[src/rtl/rv_fetch_pkg.sv]
// Shared types and constants for the RV instruction fetch slice.
// Holds the fetch FSM encoding, the default boot address and the control-flow opcodes.
package rv_fetch_pkg;

    typedef enum logic [1:0] {
        FETCH = 2'd0,
        HOLD  = 2'd1,
        HALT  = 2'd2
    } fetch_state_t;

    localparam logic [31:0] DEFAULT_RESET_PC = 32'h0000_0000;

    localparam logic [6:0] OPC_BRANCH = 7'b1100011;
    localparam logic [6:0] OPC_JAL    = 7'b1101111;
    localparam logic [6:0] OPC_JALR   = 7'b1100111;

    // Without compressed instructions every target must be word aligned; bit0 is
    // already cleared for JALR and is zero for pre-shifted B/J immediates.
    function automatic logic target_misaligned(input logic [31:0] target);
        return target[1];
    endfunction

endpackage

[src/rtl/next_pc_calc.sv]
// Combinational next-PC selection for the instruction currently held at decode.
// Priority is jalr > jal > branch_taken > sequential; all sums wrap modulo 2^32.
module next_pc_calc
    import rv_fetch_pkg::*;
(
    input  logic [31:0] instr_pc,
    input  logic [31:0] instr_pc_plus4,
    input  logic [31:0] imm,
    input  logic [31:0] rs1_data,
    input  logic        jalr,
    input  logic        jal,
    input  logic        branch_taken,
    output logic [31:0] next_pc,
    output logic        misaligned
);

    logic [31:0] jalr_sum;
    logic [31:0] rel_target;

    assign jalr_sum   = rs1_data + imm;
    assign rel_target = instr_pc + imm;

    always_comb begin
        next_pc = instr_pc_plus4;
        if (jalr) begin
            next_pc = {jalr_sum[31:1], 1'b0};
        end else if (jal || branch_taken) begin
            next_pc = rel_target;
        end
    end

    assign misaligned = target_misaligned(next_pc);

endmodule

[src/rtl/fetch_unit.sv]
// Single-outstanding instruction fetch: request a word, hold it for decode,
// then redirect or advance; a misaligned redirect target halts until reset.
module fetch_unit
    import rv_fetch_pkg::*;
#(
    parameter logic [31:0] RESET_PC = DEFAULT_RESET_PC
) (
    input  logic        clk,
    input  logic        reset,
    output logic        imem_req,
    output logic [31:0] imem_addr,
    input  logic        imem_rvalid,
    input  logic [31:0] imem_rdata,
    output logic        instr_valid,
    output logic [31:0] instr,
    output logic [31:0] instr_pc,
    output logic [31:0] instr_pc_plus4,
    input  logic        decode_ready,
    input  logic        branch_taken,
    input  logic        jal,
    input  logic        jalr,
    input  logic [31:0] imm,
    input  logic [31:0] rs1_data,
    output logic        misalign_err
);

    fetch_state_t state_reg, state_next;
    logic [31:0]  pc_reg, pc_next;
    logic [31:0]  instr_reg, instr_pc_reg, instr_pc_plus4_reg;
    logic         misalign_err_reg, misalign_err_next;
    logic         capture;
    logic         handshake;
    logic [31:0]  next_pc;
    logic         next_pc_misaligned;

    next_pc_calc u_next_pc_calc (
        .instr_pc       (instr_pc_reg),
        .instr_pc_plus4 (instr_pc_plus4_reg),
        .imm            (imm),
        .rs1_data       (rs1_data),
        .jalr           (jalr),
        .jal            (jal),
        .branch_taken   (branch_taken),
        .next_pc        (next_pc),
        .misaligned     (next_pc_misaligned)
    );

    assign handshake = (state_reg == HOLD) && decode_ready;

    always_comb begin
        state_next        = state_reg;
        pc_next           = pc_reg;
        capture           = 1'b0;
        misalign_err_next = 1'b0;
        case (state_reg)
            FETCH: begin
                if (imem_rvalid) begin
                    capture    = 1'b1;
                    state_next = HOLD;
                end
            end
            HOLD: begin
                // Redirect controls only matter on the accepting cycle.
                if (handshake) begin
                    if (next_pc_misaligned) begin
                        misalign_err_next = 1'b1;
                        state_next        = HALT;
                    end else begin
                        pc_next    = next_pc;
                        state_next = FETCH;
                    end
                end
            end
            HALT: begin
                state_next = HALT;
            end
            default: begin
                state_next = HALT;
            end
        endcase
    end

    always_ff @(posedge clk or posedge reset) begin
        if (reset) begin
            state_reg          <= FETCH;
            pc_reg             <= RESET_PC;
            instr_reg          <= 32'h0;
            instr_pc_reg       <= 32'h0;
            instr_pc_plus4_reg <= 32'h0;
            misalign_err_reg   <= 1'b0;
        end else begin
            state_reg        <= state_next;
            pc_reg           <= pc_next;
            misalign_err_reg <= misalign_err_next;
            if (capture) begin
                instr_reg          <= imem_rdata;
                instr_pc_reg       <= pc_reg;
                instr_pc_plus4_reg <= pc_reg + 32'd4;
            end
        end
    end

    // Gating with reset keeps the request low for the whole reset pulse.
    assign imem_req       = (state_reg == FETCH) && !reset;
    assign imem_addr      = pc_reg;
    assign instr_valid    = (state_reg == HOLD);
    assign instr          = instr_reg;
    assign instr_pc       = instr_pc_reg;
    assign instr_pc_plus4 = instr_pc_plus4_reg;
    assign misalign_err   = misalign_err_reg;

endmodule

[config.mk]
export PLATFORM = sky130hd
export DESIGN_NAME = fetch_unit
export DESIGN_NICKNAME = d
export VERILOG_FILES = /design/src/rtl/rv_fetch_pkg.sv /design/src/rtl/next_pc_calc.sv /design/src/rtl/fetch_unit.sv
export SDC_FILE = /design/constraint.sdc
export NUM_CORES = 1
export LEC_CHECK = 0
export ABC_AREA = 1
export BUFFER_PORTS_ARGS = -buffer_cell sky130_fd_sc_hd__buf_2
export CORE_UTILIZATION = 40
export CTS_BUF_LIST = sky130_fd_sc_hd__clkbuf_2 sky130_fd_sc_hd__clkbuf_4 sky130_fd_sc_hd__clkbuf_8
export DETAILED_ROUTE_END_ITERATION = 8
export HOLD_SLACK_MARGIN = 0.1
export PLACE_DENSITY_LB_ADDON = 0.3
export SKIP_CTS_REPAIR_TIMING = 1
export SLEW_MARGIN = 20
export SYNTH_ARGS = -nofsm -noshare
export SYNTH_HDL_FRONTEND = slang
export SYNTH_HIERARCHICAL = 1
export SYNTH_SLANG_ARGS = --single-unit
[constraint.sdc]
create_clock -name clk -period 4.6 [get_ports clk]
set_input_delay 0.23 -clock clk [delete_from_list [all_inputs] [get_ports clk]]
set_output_delay 0.23 -clock clk [all_outputs]
set_load 0.02 [all_outputs]
**Word-level counts from Yosys, hierarchy flattened**

Cells that the tools add are included.

- Input bits: 103
- Word-level logic and storage cells: 31
- Bits in registers: 129

- Equality and inequality tests: 3
- Reduce and logical (&&, ||, !) cells: 7
- Bitwise gates (word level): 1
- $add $sub $neg: 3
- Multiplexer cells: 11

Operators with widths:

| operator | number |
|---|---|
| $add 32x32->32 | 2 |
| $mux 32 | 2 |
| $add 32x3->32 const B | 1 |
| $mux 2 | 3 |
| $mux 1 | 5 |
| $pmux 2 s2 | 1 |
| $reduce_and 3->1 | 1 |
| $eq 2x1->1 const B | 1 |
| $logic_and 1x1->1 | 2 |
| $logic_not 2->1 | 1 |
| $ne 2x1->1 const B | 1 |
| $ne 2x2->1 const B | 1 |
| $reduce_and 2->1 | 1 |
| $logic_not 1->1 | 1 |
| $logic_or 1x1->1 | 1 |
| $not 1->1 | 1 |

**Logic depth before layout (Yosys ltp)**

Gate-level depths: netlist of run 1.

- Depth after elaboration: 6
- Depth in mapped cells: 16
- Mapped depth without buffers: 16

**Modules after synthesis**

The synthesis of run 1 kept the hierarchy.

By module, submodules not included:

| module | area each (µm²) | times used | cells an instance |
|---|---|---|---|
| fetch_unit | 5635.4 | 1 | 683 |
| next_pc_calc | 5215.0 | 1 | 1077 |

**Least setup slack after synthesis of run 1**

OpenSTA, ideal clock, no wires.

- Kind: reg-to-reg
- Start point: register instr_pc_reg[0] (netlist: instr_pc[0])
- End point: register pc_reg[16] (netlist: imem_addr[16])
- Library setup time: 0.124 ns
- Stages on the path, launching flop included: 14
- Arrival: 2.065 ns
- Path slack: 2.411 ns
- Required time: 4.476 ns
- Path through: dfrtp_1 > ha_1 > fa_1 > nand3_1 > nand3_2 > nand2_1 > nand2_2 > nand2_1 > nand2_1 > xor2_1 > o21ai_0 > nand2_1 > nor2_1 > a21oi_1

RTL lines:

| element | line | RTL |
|---|---|---|
| start: declaration | fetch_unit.sv:29 | `logic [31:0] instr_reg, instr_pc_reg, instr_pc_plus4_reg;` |
| start signal: assignment | fetch_unit.sv:97 | `instr_pc_reg <= pc_reg;` |
| $add 32x32->32 | next_pc_calc.sv:21 | `assign rel_target = instr_pc + imm;` |
| $mux 32 | next_pc_calc.sv:27 | `end else if (jal \|\| branch_taken) begin` |
| $mux 32 | next_pc_calc.sv:25 | `if (jalr) begin` |
| via next_pc[16] | fetch_unit.sv:33 | `logic [31:0] next_pc;` |
| end signal: assignment | fetch_unit.sv:93 | `pc_reg <= pc_next;` |
| end: declaration | fetch_unit.sv:28 | `logic [31:0] pc_reg, pc_next;` |

The timed path passes the listed nets, and every way through them passes these cells.
A chain may end at the register's enable or synchronous reset.

**Worst setup path after layout of run 1**

- Start point: register instr_pc_reg[0] (netlist: instr_pc[0])
- End point: register pc_reg[22] (netlist: imem_addr[22])

- Cells in the longest elaborated chain, start to end: 5

RTL lines:

| element | line | RTL |
|---|---|---|
| $add 32x32->32 | next_pc_calc.sv:21 |  |
| $mux 32 | next_pc_calc.sv:27 |  |
| $mux 32 | next_pc_calc.sv:25 |  |
| via next_pc_misaligned | fetch_unit.sv:34 | `logic next_pc_misaligned;` |
| $not 1->1 (no line) | - |  |
| $reduce_and 3->1 (no line) | - |  |

The timed path passes the listed nets, and every way through them passes these cells.

==> metrics.md, run 1 <==
| Metric | Value |
|---|---|
| Slowest-stage cell, CP | fa_1 |
| CP arrival | 3300 ps |
| Setup Total Neg Slack | 0 ps |
| Skew-Pair Late Insertion Delay | 450 ps |
| Max-Cap Viols | 0 |
| Placed insts | 2,293 |
| First DRT Iteration DRCs | 1,060 |
| Crit Path Class | reg -> reg |
| DR vias | 12,100 |
| HPWL after detailed placement | 31,300 um |
| Startpoint type of the worst setup path | register |
| Post-Synthesis Cells | 1,760 |
| CTS tree | done |
| Final setup viols | 0 |
| Seq/Total Area, Yosys | 0.298 |
| Nets | 2,178 |
| Initial core utilization | 0.412 |
| Max IR drop VDD | 0.164 mV |
| Status | finished, final reports clean |
| Critical path's most frequent cell | a21oi_1 |
| Num rows | 59 |
| Hold path cells | 8 |
| Max Clock Skew | 19.0 ps |
| Die area | 27,800 um2 |
| Clock sink count | 129 |
| Via/cell ratio | 5.13 |
| Setup crit end kind | register |
| Non-filler instance count after layout | 2,359 |
| Leakage | 7.99 nW |
| ANT nets after route | 0 |
| Synthesis-stage register bit count | 129 |
| Drt drc | 0 |
| F_max | 342 MHz |
| Hold path endpoint | imem_addr[31]$_DFFE_PP0P_ |
| Die Height | 167 um |
| Placer Congestion | 0.971 |
| Total CTS buffers | 17 |
| Fin crit share | 0.636 |
| GRT Util Overall | 0.276 |
| Most used DFF post-synth | dfrtp_1 |
| Worst Setup SP | instr_pc[0]$_DFFE_PP0P_ |
| Port bufs | 233 |
| FF-to-FF Start | instr_pc[0]$_DFFE_PP0P_ |
| Post-synth EDFFs | 0 |
| WP buf/inv | 2 |
| Critical Path, Cell by Cell | ha_1, fa_1, nand2_1, a21oi_1, inv_1, nand3_2, buf_4, nor2_1, a21oi_1 |
| Worst-Margin Slew | 870 ps |
| Die X | 167 um |
| Post-synth net total | 1,927 |
| WL per Instance | 16.5 um |
| HP Class | in -> reg |
| Final Max Slew Viols | 0 |
| Syn Std Cell Area | 10,900 um2 |
| Worst-path clk slew | 100 ps |
| H-tree levels | 4 |
| Mapped Avg Cell Area | 6.17 um2 |
| Routed WL | 39,000 um |
| Depth of the worst register-to-register path | 9 |
| Minimum clock period | 2930 ps |
| Initial antenna violation count | 0 |
| Max Root-Sink Buffers | 2 |
| Final hold vios | 0 |
| Total grt overflow | 0 |
| Slew headroom | 0.420 |
| I/O pin count | 234 |
| Warnings, synthesis | 6 |
| CTS Root Cell | clkbuf_8 |
| Crit path required time | 4970 ps |
| CP Max Fanout | 34 |
| Min-delay src | imm[31] |
| Number of unique standard cell types used by synthesis | 38 |
| Asr flop ratio synth | 1.00 |
| Area growth syn-to-layout | 20.1% |
| Reg2reg setup slack | 1670 ps |
| RSZ-0062 raised after global routing | false |
| Reg-to-Reg End | imem_addr[22]$_DFFE_PP0P_ |
| Layout cells sized above 1 | 0.166 |
| Largest net degree at the start of global routing | 79 |
| CP delay by family, top | adder cells |
| Critical Path Max Stage Delay | 500 ps |
| PD cells | 207 nW/um2 |
| Vias in the first global route | 11,100 |
| Diodes inserted | 0 |
| Core footprint | 26,400 um2 |
| Global-route wire length before repair | 59,600 um |
| Drt pass-1 iters | 5 |
[how the worst max path moves through the flow]
stage	to	cells after the start	slack, ps
6_report	imem_addr[22]$_DFFE_PP0P_	9	1670
2_1_floorplan	imem_addr[0]$_DFFE_PP0P_	1	930
4_1_cts	imem_addr[4]$_DFFE_PP0P_	9	1700
3_3_place_gp	imem_addr[1]$_DFFE_PP0P_	9	1820
3_5_place_dp	imem_addr[4]$_DFFE_PP0P_	9	1740
5_1_grt	imem_addr[22]$_DFFE_PP0P_	9	1510
[layout make-up]
class,instances,area [um2]
fillers,2724,13300
clock buffers,17,234
repair buffers,274,1560
clock inverters,15,165
well taps,335,419
inverters,236,890
multi-input cells,1353,6530
flip-flops and latches,129,3230
[per-stage QoR]
stage          utilization  setup WS, ps  area (um2)  total power [mW]  hold slack [ps]
3_3_place_gp         0.466          1820       12300              1.69              422
2_1_floorplan            -           929       10900              1.51              340
6_report             0.494          1670       13000              2.70              404
5_1_grt              0.494          1510       13000              2.83              440
4_1_cts              0.481          1700       12700              2.68            -48.1
3_5_place_dp         0.466          1740       12300              1.69              429
[where the power goes]
group / switching [mW] / internal (mW)
Clock: 0.543 / 0.454
Sequential: 0 / 1.13
Combinational: 0.376 / 0.197
Total: 0.920 / 1.78
[kinds of logic after synthesis]
logic type	share of synthesized area
AOI/OAI and AO/OA	0.0899
buffers and inverters	0.101
DFF	0.298
xor gates and xnor gates	0.0226
adders and majority gates	0.0752
and+or+nand+nor	0.414
[cell usage in the layout (no fill, tap or decap), types with 2 or more instances in the layout]
cell type        n
a21oi_1         90
a21oi_2          2
and2_1           2
buf_2          233
buf_4            7
clkbuf_8        17
clkinv_4         2
clkinvlp_4       2
dfrtp_1        129
dlygate4sd3_1   34
fa_1             2
ha_1            62
inv_1          228
inv_2            5
inv_6            6
inv_8            3
nand2_1        630
nand2_2         23
nand2_4          2
nand3_1        122
nand3_2          5
nand3b_1         6
nand4_1         13
nor2_1         239
nor2_2           9
nor2_4           8
nor3_1          10
nor3_2           3
nor4_1           2
o211ai_1         5
o21ai_0         67
o21ai_1          7
o21ai_2          2
o21bai_1         6
or2_2            2
xnor2_1          9
xor2_1          19
[Yosys cell counts (2+ instances only)]
library cell,n,area [um2]
nand2_1,630,2360
nor2_1,239,897
inv_1,229,860
dfrtp_1,129,3230
nand3_1,122,611
a21oi_1,90,450
o21ai_0,67,335
ha_1,62,776
buf_2,24,120
nand2_2,23,144
xor2_1,19,166
nand4_1,13,81.3
clkbuf_1,12,45.0
nor3_1,10,50.1
nor2_2,9,56.3
xnor2_1,9,78.8
nor2_4,8,90.1
o21ai_1,7,35.0
buf_4,6,45.0
inv_2,6,22.5
nand3_2,6,60.1
nand3b_1,6,45.0
o21bai_1,6,45.0
o211ai_1,5,37.5
nor3_2,3,30.0
a21oi_2,2,17.5
and2_1,2,12.5
fa_1,2,40.0
nand2_4,2,22.5
nor4_1,2,12.5
o21ai_2,2,17.5
or2_2,2,12.5
[per-layer routing]
layer,vias up,global-route usage,share of wire
met5,-,0,0
met4,0,0.0894,0.024
met3,53,0.0356,0.063
met2,447,0.441,0.46
met1,5610,0.385,0.46
li1,6001,-,-
[worst register-to-register path, delay by kind of cell, from the launching register on]
family / cells / cell delay (ps)
AOI/OAI and AO/OA: 2 / 430
and+or+nand+nor: 3 / 630
DFF: 1 / 430
buffers and inverters: 2 / 590
adders and majority gates: 2 / 770
No activity file was read; power rests on OpenSTA's default activity.
==> run 2: changes to the inputs <==
- ABC_AREA: 1 -> 0
- clock period: 4.6 -> 2.84 ns (I/O delays scaled with it)
==> run 2 against run 1 <==
Critical path type unchanged. Largest cell class unchanged. Critical path depth increased by 3. Hold slack worse by 230 ps. Via count down 18%. Global-route usage fell by 1.7 points.
==> metrics.md, run 2 <==
| Metric | Value |
|---|---|
| Top cells by area, synth | dfrtp_1 (34%), nand2_1 (11%), ha_1 (8.2%), a21oi_1 (4.3%), mux2_2 (3.7%) (was dfrtp_1 (30%), nand2_1 (22%), nor2_1 (8.3%), inv_1 (7.9%), ha_1 (7.1%)) |
| WL per Instance | 18.1 um (was 16.5 um) |
| Worst-path clk slew | 90 ps (was 100 ps) |
| Port bufs | 233 (unchanged) |
| Routed WL | 32,300 um (was 39,000 um) |
| Syn Std Cell Area | 9470 um2 (was 10,900 um2) |
| Post-synth EDFFs | 0 (unchanged) |
| I/O pin count | 234 (unchanged) |
| Crit Path Class | reg -> reg (unchanged) |
| Minimum clock period | 2810 ps (was 2930 ps) |
| CTS tree | done (unchanged) |
| Post-Synthesis Cells | 1,149 (was 1,760) |
| Layout cells sized above 1 | 0.315 (was 0.166) |
| Hold_ws | 175 ps (was 404 ps) |
| Worst-Margin Slew | 949 ps (was 870 ps) |
| WP buf/inv | 1 (was 2) |
| Mapped Avg Cell Area | 8.24 um2 (was 6.17 um2) |
| Synth top area share | 0.341 (was 0.298) |
| CTS Root Cell | clkbuf_8 (unchanged) |
| Die X | 156 um (was 167 um) |
| Num rows | 55 (was 59) |
| PD cells | 1010 nW/um2 (was 207 nW/um2) |
| Most used DFF post-synth | dfrtp_1 (unchanged) |
| Nets | 1,629 (was 2,178) |
| Startpoint type of the worst setup path | register (unchanged) |
| Synthesis-stage register bit count | 129 (unchanged) |
| DR vias | 9,896 (was 12,100) |
| Die Height | 156 um (was 167 um) |
| # fillers | 2,121 (was 2,724) |
| Asr flop ratio synth | 1.00 (unchanged) |
| Warnings, synthesis | 6 (unchanged) |
| Max IR drop VDD | 0.520 mV (was 0.164 mV) |
| Diodes inserted | 0 (unchanged) |
| Slew headroom | 0.368 (was 0.420) |
| Setup Total Neg Slack | 0 ps (unchanged) |
| Fin crit share | 0.990 (was 0.636) |
| Skew-Pair Late Insertion Delay | 450 ps (about the same) |
| Flop pwr share | 0.297 (was 0.419) |
| Slowest-stage cell, CP | dfrtp_1 (was fa_1) |
| CP arrival | 3150 ps (was 3300 ps) |
| Final hold vios | 0 (unchanged) |
| Largest net degree at the start of global routing | 76 (was 79) |
| Critical Path Max Stage Delay | 420 ps (was 500 ps) |
| Placer Congestion | 0.948 (was 0.971) |
| Switch Pwr | 6.16 mW (was 0.920 mW) |
| Max Root-Sink Buffers | 2 (unchanged) |
| Initial antenna violation count | 0 (unchanged) |
| Core footprint | 22,900 um2 (was 26,400 um2) |
| Drt drc | 0 (unchanged) |
| CP Max Fanout | 3 (was 34) |
| Most common cell after layout, fill and taps aside | nand2_1 (unchanged) |
| Crit path required time | 3180 ps (was 4970 ps) |
| Global-route wire length before repair | 48,800 um (was 59,600 um) |
| Yosys top cell by area | dfrtp_1 (unchanged) |
| Via/cell ratio | 5.53 (was 5.13) |
| Final setup viols | 0 (unchanged) |
| Switching Fraction | 0.481 (was 0.340) |
| CP delay by family, top | compound AO/OA/AOI/OAI gates (was adder cells) |
| Drt pass-1 iters | 5 (unchanged) |
| F_max | 356 MHz (was 342 MHz) |
| Internal power | 6.64 mW (was 1.78 mW) |
| Leakage | 6.08 nW (was 7.99 nW) |
| Initial core utilization | 0.413 (was 0.412) |
| Vias in the first global route | 9,128 (was 11,100) |
| Max-Cap Viols | 0 (unchanged) |
| GRT Util Overall | 0.259 (was 0.276) |
| Clock sink count | 129 (unchanged) |
| Count leader, synth | nand2_1 (unchanged) |
| ANT nets after route | 0 (unchanged) |
| Seq/Total Area, Yosys | 0.341 (was 0.298) |
| Max Clock Skew | 14.3 ps (was 19.0 ps) |
| Die area | 24,300 um2 (was 27,800 um2) |
| Final setup margin | 29.2 ps (was 1670 ps) |
| Post-Route Utilization | 0.550 (was 0.494) |
| H-tree levels | 4 (unchanged) |
| Clock power share | 0.141 (was 0.369) |
| Number of unique standard cell types used by synthesis | 77 (was 38) |
| Total power | 12.8 mW (was 2.70 mW) |
| Status | finished, final reports clean (unchanged) |
| Synth cell count leaders | nand2_1 (267), dfrtp_1 (129), a21oi_1 (82) (was nand2_1 (630), nor2_1 (239), inv_1 (229)) |
| First DRT Iteration DRCs | 790 (was 1,060) |
| Final Max Slew Viols | 0 (unchanged) |
| Total grt overflow | 0 (unchanged) |
| Total CTS buffers | 17 (unchanged) |
| HP Class | in -> reg (unchanged) |
| Commonest non-fill, non-tap cells in the layout | nand2_1 (267), buf_2 (233), dfrtp_1 (128) (was nand2_1 (630), nor2_1 (239), buf_2 (233)) |
| Setup crit end kind | register (unchanged) |
| Area growth syn-to-layout | 33.2% (was 20.1%) |
| Logic pwr share | 0.562 (was 0.212) |
| Critical Path, Cell by Cell | ha_4, a2111oi_4, o21ai_2, buf_4, a31o_1, a21o_1, a31oi_2, xor2_1, nor2_1, a211oi_2, a21oi_1, mux2_2 (was ha_1, fa_1, nand2_1, a21oi_1, inv_1, nand3_2, buf_4, nor2_1, a21oi_1) |
| Post-synth net total | 1,316 (was 1,927) |
| HPWL after detailed placement | 23,900 um (was 31,300 um) |
| Placement Setup Slack | -283 ps (was 1740 ps) |
## run 2: cell families (layout without fill, tap and decap cells)
logic type      count (synthesis)  in the layout  share of synthesized area
buf+inv                        82            408                     0.0377
mux                            40             40                     0.0465
compound gates                290            290                      0.198
simple gates                  481            481                      0.232
xor+xnor                       63             63                     0.0583
fa+ha+maj                      64             64                     0.0862
flops                         129            129                      0.341
## run 2: worst paths after layout
| path | startpoint | endpoint | slack, ps | cells after the start |
|---|---|---|---|---|
| worst max-delay path | instr_pc[6]$_DFFE_PP0P_ | imem_addr[11]$_DFFE_PP0P_ | 30 | 12 |
| worst min-delay path | jalr | imem_addr[0]$_DFFE_PP0P_ | 180 | 3 |
| worst max register to register | instr_pc[6]$_DFFE_PP0P_ | imem_addr[11]$_DFFE_PP0P_ | 30 | 12 |
| worst min register to register | instr[17]$_DFFE_PP0P_ | instr[17]$_DFFE_PP0P_ | 480 | 2 |
| max in group asynchronous | reset | instr[13]$_DFFE_PP0P_ | 1670 | 4 |
| min in group asynchronous | reset | instr[31]$_DFFE_PP0P_ | 390 | 3 |
## run 2: per-layer routing
layer,track usage,up-vias,wire length [um]
met3,0.0511,54,2220
li1,-,4741,-
met2,0.413,369,15100
met4,0.0850,0,875
met5,0,-,0
met1,0.352,4732,14200
## run 2: power groups by stage
stage | sequential (mW) | combinational (mW) | clock (mW)
2_1_floorplan | 4.40 | 3.43 | 0
3_3_place_gp | 3.74 | 6.58 | 0
3_5_place_dp | 3.76 | 6.68 | 0
4_1_cts | 3.74 | 6.71 | 1.85
5_1_grt | 3.91 | 7.85 | 1.92
6_report | 3.80 | 7.20 | 1.80
## run 2: metrics by stage
| step | cells | instance area [um2] |
|---|---|---|
| floorplan | 1149 | 9480 |
| global placement | 1719 | 11400 |
| detailed placement | 1719 | 11400 |
| CTS | 1751 | 11900 |
| global route | 1788 | 12600 |
| finish | 1788 | 12600 |
## run 2: cell type report
type / instances / area, um2 / share of cell area
multi-input combinational: 938 / 6270 / 0.497
sequential: 129 / 3230 / 0.256
inverter: 20 / 78.8 / 0.00625
tap: 313 / 392 / 0.0311
clock inverter: 15 / 208 / 0.0165
clock buffer: 17 / 234 / 0.0186
timing repair buffer: 356 / 2200 / 0.174
## run 2: worst min-delay path, cell delays in order
cell     delay (ps)
buf_2           170
a21oi_1         130
mux2_2          150
